## src/rtl/fibo_dp_arbiter.sv

```systemverilog
// Two-requester datapath arbiter: the Fibonacci sequencer and the host port share one datapath.
// Optional grant timeout is enabled by defining FIBO_ARB_TIMEOUT_EN.
module fibo_dp_arbiter #(
    parameter int unsigned TIMEOUT_CYC = 16
) (
    input  logic        clk,
    input  logic        rst_n,
    input  logic        req0,
    input  logic        req1,
    input  logic [10:0] ctrl0_i,
    input  logic [10:0] ctrl1_i,
    input  logic        zero_flag,
    output logic        gnt0,
    output logic        gnt1,
    output logic [2:0]  alu_opcode,
    output logic [1:0]  rd_addr1,
    output logic [1:0]  rd_addr2,
    output logic [1:0]  wrt_addr,
    output logic        wrt_en,
    output logic        load_data,
    output logic        zero_flag0,
    output logic        zero_flag1,
    output logic        busy,
    output logic        timeout
);

    localparam int unsigned CTRL_W = 11;
    localparam int unsigned CNT_W  = 8;

    if (TIMEOUT_CYC < 2 || TIMEOUT_CYC > 255) begin : g_bad_timeout
        $error("fibo_dp_arbiter: TIMEOUT_CYC must be in 2..255");
    end

    typedef enum logic [1:0] {
        IDLE = 2'd0,
        G0   = 2'd1,
        G1   = 2'd2
    } state_t;

    state_t state;
    state_t state_nxt;
    logic   last_gnt;

`ifdef FIBO_ARB_TIMEOUT_EN
    localparam logic [CNT_W-1:0] EXPIRE_CNT = CNT_W'(TIMEOUT_CYC - 1);

    logic [CNT_W-1:0] cnt;
    logic             expired;
    logic             force_sw;
    logic             timeout_q;

    // Threshold is ">=" so a requester arriving late in a long grant still waits at most one more cycle.
    assign expired = (cnt >= EXPIRE_CNT);
`endif

    // Next-state: release hands over directly, ties go to the requester not served last.
    always_comb begin
        state_nxt = state;
`ifdef FIBO_ARB_TIMEOUT_EN
        force_sw  = 1'b0;
`endif
        unique case (state)
            IDLE: begin
                if (req0 && req1) begin
                    state_nxt = last_gnt ? G0 : G1;
                end else if (req0) begin
                    state_nxt = G0;
                end else if (req1) begin
                    state_nxt = G1;
                end
            end
            G0: begin
                if (!req0) begin
                    state_nxt = req1 ? G1 : IDLE;
                end
`ifdef FIBO_ARB_TIMEOUT_EN
                else if (req1 && expired) begin
                    state_nxt = G1;
                    force_sw  = 1'b1;
                end
`endif
            end
            G1: begin
                if (!req1) begin
                    state_nxt = req0 ? G0 : IDLE;
                end
`ifdef FIBO_ARB_TIMEOUT_EN
                else if (req0 && expired) begin
                    state_nxt = G0;
                    force_sw  = 1'b1;
                end
`endif
            end
            default: state_nxt = IDLE;
        endcase
    end

    // State register and round-robin pointer, which follows every grant entry.
    always_ff @(posedge clk) begin
        if (!rst_n) begin
            state    <= IDLE;
            last_gnt <= 1'b1;
        end else begin
            state <= state_nxt;
            if (state_nxt == G0 && state != G0) begin
                last_gnt <= 1'b0;
            end else if (state_nxt == G1 && state != G1) begin
                last_gnt <= 1'b1;
            end
        end
    end

`ifdef FIBO_ARB_TIMEOUT_EN
    // Grant-length counter: zero on the entry cycle, saturates so it never wraps back under the limit.
    always_ff @(posedge clk) begin
        if (!rst_n) begin
            cnt       <= '0;
            timeout_q <= 1'b0;
        end else begin
            timeout_q <= force_sw;
            if (state_nxt != state) begin
                cnt <= '0;
            end else if (state != IDLE && cnt != {CNT_W{1'b1}}) begin
                cnt <= cnt + CNT_W'(1);
            end
        end
    end

    assign timeout = timeout_q;
`else
    assign timeout = 1'b0;
`endif

    logic [CTRL_W-1:0] ctrl_sel;

    // Only the granted requester's controls reach the datapath; idle drives a no-op.
    always_comb begin
        ctrl_sel = '0;
        unique case (state)
            G0:      ctrl_sel = ctrl0_i;
            G1:      ctrl_sel = ctrl1_i;
            default: ctrl_sel = '0;
        endcase
    end

    assign {alu_opcode, rd_addr1, rd_addr2, wrt_addr, wrt_en, load_data} = ctrl_sel;

    assign gnt0       = (state == G0);
    assign gnt1       = (state == G1);
    assign busy       = gnt0 | gnt1;
    assign zero_flag0 = zero_flag & gnt0;
    assign zero_flag1 = zero_flag & gnt1;

endmodule

```

## config.mk

```make
export PLATFORM = sky130hd
export DESIGN_NAME = fibo_dp_arbiter
export DESIGN_NICKNAME = d
export VERILOG_FILES = /design/src/rtl/fibo_dp_arbiter.sv
export SDC_FILE = /design/constraint.sdc
export NUM_CORES = 1
export LEC_CHECK = 0
export CAP_MARGIN = 20
export CORE_MARGIN = 1.5
export CORE_UTILIZATION = 30
export CTS_CLUSTER_DIAMETER = 100
export DETAILED_ROUTE_END_ITERATION = 8
export GPL_ROUTABILITY_DRIVEN = 0
export PLACE_DENSITY_LB_ADDON = 0.12
export SYNTH_ARGS = -nofsm -noshare
export SYNTH_HDL_FRONTEND = slang
export SYNTH_SLANG_ARGS = --single-unit
```

## constraint.sdc

```tcl
create_clock -name clk -period 1.7 [get_ports clk]
set_input_delay 0.17 -clock clk [delete_from_list [all_inputs] [get_ports clk]]
set_output_delay 0.17 -clock clk [all_outputs]
set_load 0.005 [all_outputs]
```

# [Word level (Yosys, flattened, before mapping)]
# Cells that the tools add are included.
[word_totals] register_bits=3
[classes] bitwise=3 n_mux=12 n_reduce_logical=5 eq_ne=6
[ops] operator="11-bit case mux with 2 select lines" n=1
[ops] operator="2-bit 2-to-1 mux" n=7
[ops] operator="2-bit case mux with 3 select lines" n=1
[ops] operator="2-bit by 1-bit == test with 1-bit output (second input constant)" n=2
[ops] operator="2-bit == test (second input constant)" n=2
[ops] operator="1-bit logical AND" n=3
[ops] operator="1-bit 2-to-1 mux" n=3
[ops] operator="1-bit AND" n=2
[ops] operator="2-bit zero test" n=1
[ops] operator="2-bit by 1-bit != test with 1-bit output (second input constant)" n=1
[ops] operator="2-bit != test (second input constant)" n=1
[ops] operator="2-bit nonzero test" n=1
[ops] operator="1-bit OR" n=1

# [Depth between registers and ports, before layout]
# Gate-level depths: netlist (run 1).
[depth] ltp_word=8 depth_mapped=6

# [Least setup slack after synthesis (run 1)]
# OpenSTA, ideal clock, no wires.
[synth_timing] path_type="reg2out" from="register state[0]" to="output port alu_opcode[0]" path_stages_with_launch=6 path_buffers=1 arrival_ns=1.235 t_required_ns=1.530 path_slack_ns=0.295 cell_sequence="dfxtp_1 inv_1 ha_1 clkbuf_1 a22oi_1 nor2b_1"
[synth_via] elab_chain_len=2
[synth_lines] item="start, declared" line_no="40" source="state_t state;"
[synth_lines] item="start signal, assigned" line_no="104" source="state <= state_nxt;"
[synth_lines] item="2-bit == test"
[synth_lines] item="named net gnt1" line_no="14" source="output logic gnt1,"
[synth_lines] item="11-bit case mux with 2 select lines" line_no="139" source="unique case (state)"
[synth_lines] item="end, declared" line_no="15" source="output logic [2:0] alu_opcode,"
# The timed path passes the listed nets, and every way through them passes these cells.

# [Final worst setup path (run 1)]
[layout_timing] from="register state[0]" to="output port alu_opcode[2]"
[layout_via] elab_chain_len=2
[layout_lines] item="2-bit == test / 2-bit by 1-bit == test with 1-bit output (equally long branches)" line_no="139"
[layout_lines] item="11-bit case mux with 2 select lines *" line_no="139"
# Every way passes the cells marked *; elsewhere a longest branch is shown, timed or not.

==> results of run 1 <==
## worst max-delay path: stages, from the launching register on
cell and delay (ps):
dfxtp_4 380, inv_4 60, ha_4 170, buf_12 140
a22oi_1 180, nor2b_1 70, dlygate4sd2_1 270
## registers in the layout, summed over array words and instances, names as in the netlist
signal and count:
state 2, last_gnt 1
## cells in the mapped netlist
| cell | n | share of area, % |
|---|---|---|
| a21oi_1 | 1 | 1.0 |
| mux2_1 | 1 | 2.3 |
| o311ai_1 | 1 | 1.8 |
| and2_1 | 3 | 3.9 |
| a31oi_1 | 1 | 1.3 |
| buf_4 | 1 | 1.6 |
| nor2b_1 | 11 | 14 |
| o21ba_2 | 1 | 2.1 |
| o21ai_0 | 1 | 1.0 |
| nand2b_1 | 1 | 1.3 |
| a32oi_2 | 1 | 3.4 |
| a311oi_1 | 1 | 1.8 |
| a22oi_1 | 12 | 19 |
| dfxtp_1 | 3 | 13 |
| o211ai_1 | 1 | 1.6 |
| mux2_4 | 1 | 3.1 |
| nand2_1 | 2 | 1.6 |
| o221a_2 | 1 | 2.3 |
| nor2_1 | 3 | 2.3 |
| conb_1 | 1 | 0.78 |
| inv_1 | 4 | 3.1 |
| clkbuf_1 | 3 | 2.3 |
| ha_1 | 6 | 16 |
## power groups by stage
| stage | clock network (uW) | logic (uW) | registers, uW |
|---|---|---|---|
| 6_report | 127 | 747 | 134 |
| 5_1_grt | 139 | 808 | 141 |
| 4_1_cts | 129 | 726 | 132 |
| 3_5_place_dp | 0 | 703 | 117 |
| 3_3_place_gp | 0 | 691 | 116 |
| 2_1_floorplan | 0 | 312 | 119 |
## worst max path at each step
stage / to / slack (ps)
after floorplan: alu_opcode[0] / 300
after global placement: alu_opcode[1] / -90
after detailed placement: alu_opcode[2] / -130
after CTS: alu_opcode[2] / 50
after global routing: alu_opcode[0] / -20
final: alu_opcode[2] / 40
## what timing repair did
action                     in CTS  in global routing
hold buffers                    0                  0
gates resized for setup        27                  4
setup buffers                   1                  0
setup endpoints to repair      15                  7
pin swaps                       1                  0
gates cloned                    0                  0
## routing by layer
metal / global-route usage [%] / routed length (um) / share of wire [%] / vias up
li1: - / - / - / 326
met1: 23.41 / 732 / 42 / 302
met2: 37.27 / 920 / 53 / 26
met3: 2.979 / 90 / 5.2 / 0
met4: 3.636 / 0 / 0 / 0
met5: 0 / 0 / 0 / -
## layout make-up
class	instances	area (um^2)	share of cell area, %
Clock buffer	4	26.28	2.431
Inverter	4	20.02	1.852
Multi-Input combinational cell	50	444.2	41.09
Sequential cell	3	67.56	6.250
Tap cell	16	20.02	1.852
Timing Repair Buffer	52	503.0	46.53
## cell families (layout without fill, tap and decap cells)
| kind of cell | after synthesis | count (layout) | synth area share (%) |
|---|---|---|---|
| AOI/OAI and AO/OA | 21 | 21 | 35.16 |
| adders and majority gates | 6 | 6 | 15.62 |
| buffers and inverters | 8 | 60 | 7.031 |
| DFF | 3 | 3 | 12.50 |
| muxes | 2 | 2 | 5.468 |
| other | 1 | 1 | 0.7805 |
| and+or+nand+nor | 20 | 20 | 23.44 |
## per-stage QoR
step                TNS [ps]  setup WS [ps]  instances
floorplan                  0          295.4         61
global placement      -763.8         -89.09        124
detailed placement     -1239         -134.1        124
CTS                        0          46.17        129
global route          -53.87         -18.93        129
finish                     0          41.20        129
## placed cells by master (no fill, tap or decap), drive strengths merged
| cell | synthesis | routed |
|---|---|---|
| clkdlybuf4s50 | 0 | 28 |
| dlygate4sd2 | 0 | 14 |
| a22oi | 12 | 12 |
| nor2b | 11 | 11 |
| buf | 1 | 10 |
| ha | 6 | 6 |
| clkbuf | 3 | 4 |
| inv | 4 | 4 |
| and2 | 3 | 3 |
| nor2 | 3 | 3 |
| dfxtp | 3 | 3 |
| nand2 | 2 | 2 |
| mux2 | 2 | 2 |
| o221a | 1 | 1 |
| nand2b | 1 | 1 |
| a32oi | 1 | 1 |
| o21ba | 1 | 1 |
| o211ai | 1 | 1 |
| o311ai | 1 | 1 |
| o21ai | 1 | 1 |
| a311oi | 1 | 1 |
| a31oi | 1 | 1 |
| a21oi | 1 | 1 |
| conb | 1 | 1 |
==> flow_metrics.env, run 1 <==
export IMPL_grt_pass1_vias=678
export IMPL_layout_drive_gt1_share_pct=24.78
export IMPL_irDropWorstVdd_mv=0.7157
export IMPL_ys_seq_area_share_pct=12.50
export IMPL_die_area_um2=1851
export IMPL_routed_via_count=654
export IMPL_pwr_share_comb_pct=74.1
export IMPL_yosysWarnings=0
export IMPL_rsz0062_at_grt="yes"
export IMPL_clk_pin_slew_ps=30
export IMPL_hold_end="last_gnt"
export IMPL_synth_nets=94
export IMPL_reg2reg_slack_ps=250
export IMPL_hold_violations=0
export IMPL_syn_avg_cell_area_um2=7.876
export IMPL_grt_use_total_pct=19.77
export IMPL_finalCritPeriodShare_pct=97.58
export IMPL_r2r_start="state[1]"
export IMPL_worstHoldStart="last_gnt"
export IMPL_grt_overflow=0
export IMPL_routed_via_density=5.070
export IMPL_p_per_area_nw_per_um2=932.5
export IMPL_die_y_um=43.02
export IMPL_end_kind="output pin"
export IMPL_cp_startpoint="state[0]"
export IMPL_syn_inst=61
export IMPL_seq_power_share_pct=13.3
export IMPL_p_leak_uw=0.0004675
export IMPL_arrival_ps=1490
export IMPL_total_power_uw=1008
export IMPL_hold_path_class="reg -> reg"
export IMPL_clock_path_buffers=2
export IMPL_finalSetupViolations=0
export IMPL_io_buffers=42
export IMPL_hpwl_mm=1.301
export IMPL_drv_cap=0
export IMPL_routed_wl_mm=1.744
export IMPL_netlist_area_um2=480.5
export IMPL_status="complete, no violations"
export IMPL_fillerInstances=122
export IMPL_fmax_ghz=0.6028
export IMPL_post_route_cell_area_um2=1081
export IMPL_drc=0
export IMPL_ant_nets=0
export IMPL_synth_distinct_cells=23
export IMPL_firstDrtPassIters=4
export IMPL_hold_depth=2
export IMPL_fin_skew_ps=8.838
export IMPL_clock_sinks=3
export IMPL_r2r_end="last_gnt"
export IMPL_pwr_share_clk_pct=12.6
export IMPL_hold_slack_ps=545.8
export IMPL_slew_violations=0
export IMPL_cp_start_kind="flip-flop"
export IMPL_postPlaceCellArea_um2=994.7
export IMPL_clock_root_buffer="clkbuf_4"
export IMPL_die_w_um=43.02
export IMPL_worst_setup_path_type="reg -> out"
export IMPL_clk_latency_ps=240
export IMPL_cp_max_fo=12
export IMPL_p_int_uw=641.3
export IMPL_cts_buffers_inserted=3
export IMPL_ys_ff_latch=3
export IMPL_fin_crit_ps=1659
export IMPL_io_pins=44
export IMPL_num_rows=14
export IMPL_htree_levels=1
export IMPL_swShare_pct=36.39
export IMPL_grt_antenna_before_repair=0
export IMPL_required_ps=1530
export IMPL_core_um2=1506
export IMPL_fin_util_pct=71.76
export IMPL_cts_tree="yes"
export IMPL_grt_pass1_wl_mm=2.877
export IMPL_reg2reg_depth=7
export IMPL_num_antenna_cells=0
export IMPL_drt_iter0_markers=11
export IMPL_p_sw_uw=366.8
export IMPL_grt_max_degree=14
export IMPL_initial_core_util_pct=31.89
export IMPL_post_drt_wl_per_cell_um=13.52
export IMPL_syn2layout_area_growth_pct=125.0
export IMPL_num_nets_final=147
Note: power is estimated with default switching activity, not from simulation.
==> inputs of run 2 (changes only) <==
--- a/config.mk
+++ b/config.mk
@@ -9,6 +9,7 @@
 export CORE_MARGIN = 1.5
 export CORE_UTILIZATION = 30
 export CTS_CLUSTER_DIAMETER = 100
+export CTS_CLUSTER_SIZE = 16
 export DETAILED_ROUTE_END_ITERATION = 8
 export GPL_ROUTABILITY_DRIVEN = 0
 export PLACE_DENSITY_LB_ADDON = 0.12
==> results of run 2 <==
Same layout as run 1: the final DEF is identical, and so are final timing and power.
==> inputs of run 3 (changes only) <==
--- a/config.mk
+++ b/config.mk
@@ -5,7 +5,6 @@
 export SDC_FILE = /design/constraint.sdc
 export NUM_CORES = 1
 export LEC_CHECK = 0
-export CAP_MARGIN = 20
 export CORE_MARGIN = 1.5
 export CORE_UTILIZATION = 30
 export CTS_CLUSTER_DIAMETER = 100
==> results of run 3 <==
Same layout as run 1: the final DEF is identical, and so are final timing and power.
==> edit: new RTL, settings of run 3 <==
The 3 states of `state_t` get a one-hot encoding in 3 bits.
--- a/src/rtl/fibo_dp_arbiter.sv
+++ b/src/rtl/fibo_dp_arbiter.sv
@@ -32,8 +32,8 @@
     end
 
-    typedef enum logic [1:0] {
-        IDLE = 2'd0,
-        G0   = 2'd1,
-        G1   = 2'd2
+    typedef enum logic [2:0] {
+        IDLE = 3'b001,
+        G0   = 3'b010,
+        G1   = 3'b100
     } state_t;
 
Behaviour: no difference found for any inputs over 10 cycles, from zero or initial values and one cycle with rst_n low; not proved beyond that.
==> edit against run 3 <==
  * Design area is 15% lower
  * Synthesized area is 14% lower
  * Wire length is 7.2% lower
  * Die area is 13% lower
  * Sequential cell count is 1 higher
  * Sequential share of layout area is 2.8 points higher
  * Setup slack better by 33 ps
Power is not compared: it rests on default switching activity, and its combinational part moved more than twofold at a synthesized area within 25%.
==> edit: results (changes against run 3) <==
Status = finished, final reports clean (unchanged)
M1 GR Usage = 0.2632 (was 0.2341)
Compound-gate portion of the synthesized area = 0.4169 (was 0.3516)
Vias in the first global route = 492 (was 678)
Met2 usage = 0.3710 (was 0.3727)
Fillers = 120 (was 122)
DP HPWL = 1303 um (was 1301 um)
Mapped Nets = 76 (was 94)
Seq group = 119 uW
Hold endpoint = state[0]$_SDFF_PN1_ (was last_gnt$_SDFFE_PN1P_)
Synth area leaders = a22o_1 23%, dfxtp_1 19%, buf_4 7.3%, o311a_1 4.8%, nand2b_1 4.5% (was a22oi_1 19%, ha_1 16%, nor2b_1 14%, dfxtp_1 13%, and2_1 3.9%)
Hold slack = 584.6 ps (was 545.8 ps)
DRT iter0 DRCs = 13 (was 11)
Seq/Total Area, Yosys = 0.1934 (was 0.1250)
Leak = 0.0004516 uW
Most common cell in the netlist = a22o_1 (was a22oi_1)
Tcrit/Tclk final = 0.9566 (was 0.9758)
Vias/cell = 4.973 (was 5.070)
Top cells by count, synth = 11 x a22o_1, 4 x buf_4, 4 x dfxtp_1, 3 x nand2_1, 3 x nand2b_1 (was 12 x a22oi_1, 11 x nor2b_1, 6 x ha_1, 4 x inv_1)
Seq. cell area = 83.83 um2 (was 67.56 um2)
CP max stage cell = clkdlybuf4s50_1 (was dfxtp_4)
Total GRT Usage = 0.2110 (was 0.1977)
Reg clk slew, reported paths = 40 ps
Async SR Flop Fraction = 0 (unchanged)
Ratio of cells with drive above 1 in the final layout = 0.1939 (was 0.2478)
Crit-path max FO = 13 (was 12)
Largest registers = state (3), last_gnt (1) (was state (2), last_gnt (1))
Yosys warns = 0 (unchanged)
First-pass GRT wire length = 2263 um (was 2877 um)
Worst path max stage delay = 490 ps (was 380 ps)
Worst setup path endpoint = gnt1 (was alu_opcode[2])
Worst r2r dst = state[1]$_SDFF_PN0_ (was last_gnt$_SDFFE_PN1P_)
Nets = 127 (was 147)
Reg-to-reg startpoint = state[1]$_SDFF_PN0_ (unchanged)
Non-filler cells, final = 113 (was 129)
Total length of routed wires = 1619 um (was 1744 um)
Setup Skew = 1.680 ps (was 8.838 ps)
Crit path DAT = 1460 ps (was 1490 ps)
Mux contribution to synthesized area = 0 (was 0.05469)
Adder-cell area share of the yosys netlist = 0 (was 0.1563)
HP Class = in -> reg (was reg -> reg)
Largest net degree at the start of global routing = 15 (was 14)
R2r setup slk = 490 ps (was 250 ps)
Post-Place Cell Area = 889.6 um2 (was 994.7 um2)
Initial antenna violation count = 0 (unchanged)
Max reg flops = 3 (was 2)
Worst reg2reg path depth = 4 (was 7)
Setup WS pre-CTS = 95.31 ps (was -134.1 ps)
HP Start = rst_n (was last_gnt$_SDFFE_PN1P_)
Top FF cell, synth = dfxtp_1 (unchanged)
GRT met3 Usage = 0.06667 (was 0.02979)
Mean post-synth cell area = 8.452 um2 (was 7.876 um2)
Critical Path Source = state[0]$_SDFF_PN1_ (was state[0]$_SDFF_PN0_)
P per Cell Area = 447.6 mW/mm2
-- edit: cell count changes in the layout (fill, tap and decap cells not counted), sizes merged, moves of 3 or more --
cell and change:
nand2b +3, a22oi -11, ha -6, a22o +11, nor2b -10
-- edit: logic make-up (layout without fill, tap and decap cells) --
kind of cell,count (synthesis),count (layout)
AO/OA/AOI/OAI,21,21
other,1,1
buffers and inverters,7,56
flip-flops,4,4
AND/OR/NAND/NOR,16,16
-- edit: layer usage --
layer / share of wire / vias up
met5: 0 / -
met4: 0 / 0
met3: 0.033 / 0
met2: 0.57 / 13
met1: 0.40 / 263
li1: - / 286
-- edit: what timing repair did --
item / CTS / global route
gates resized for setup: 20 / 0
endpoints found under the setup margin: 15 / 0
buffers inserted: 2 / 0
-- edit: cell type report --
| type | instances | share of cell area |
|---|---|---|
| repair buffers | 51 | 0.5352 |
| multi-input cells | 38 | 0.3211 |
| flip-flops and latches | 4 | 0.09079 |
| clock buffers | 3 | 0.02439 |
| well taps | 15 | 0.02033 |
| inverters | 2 | 0.008130 |
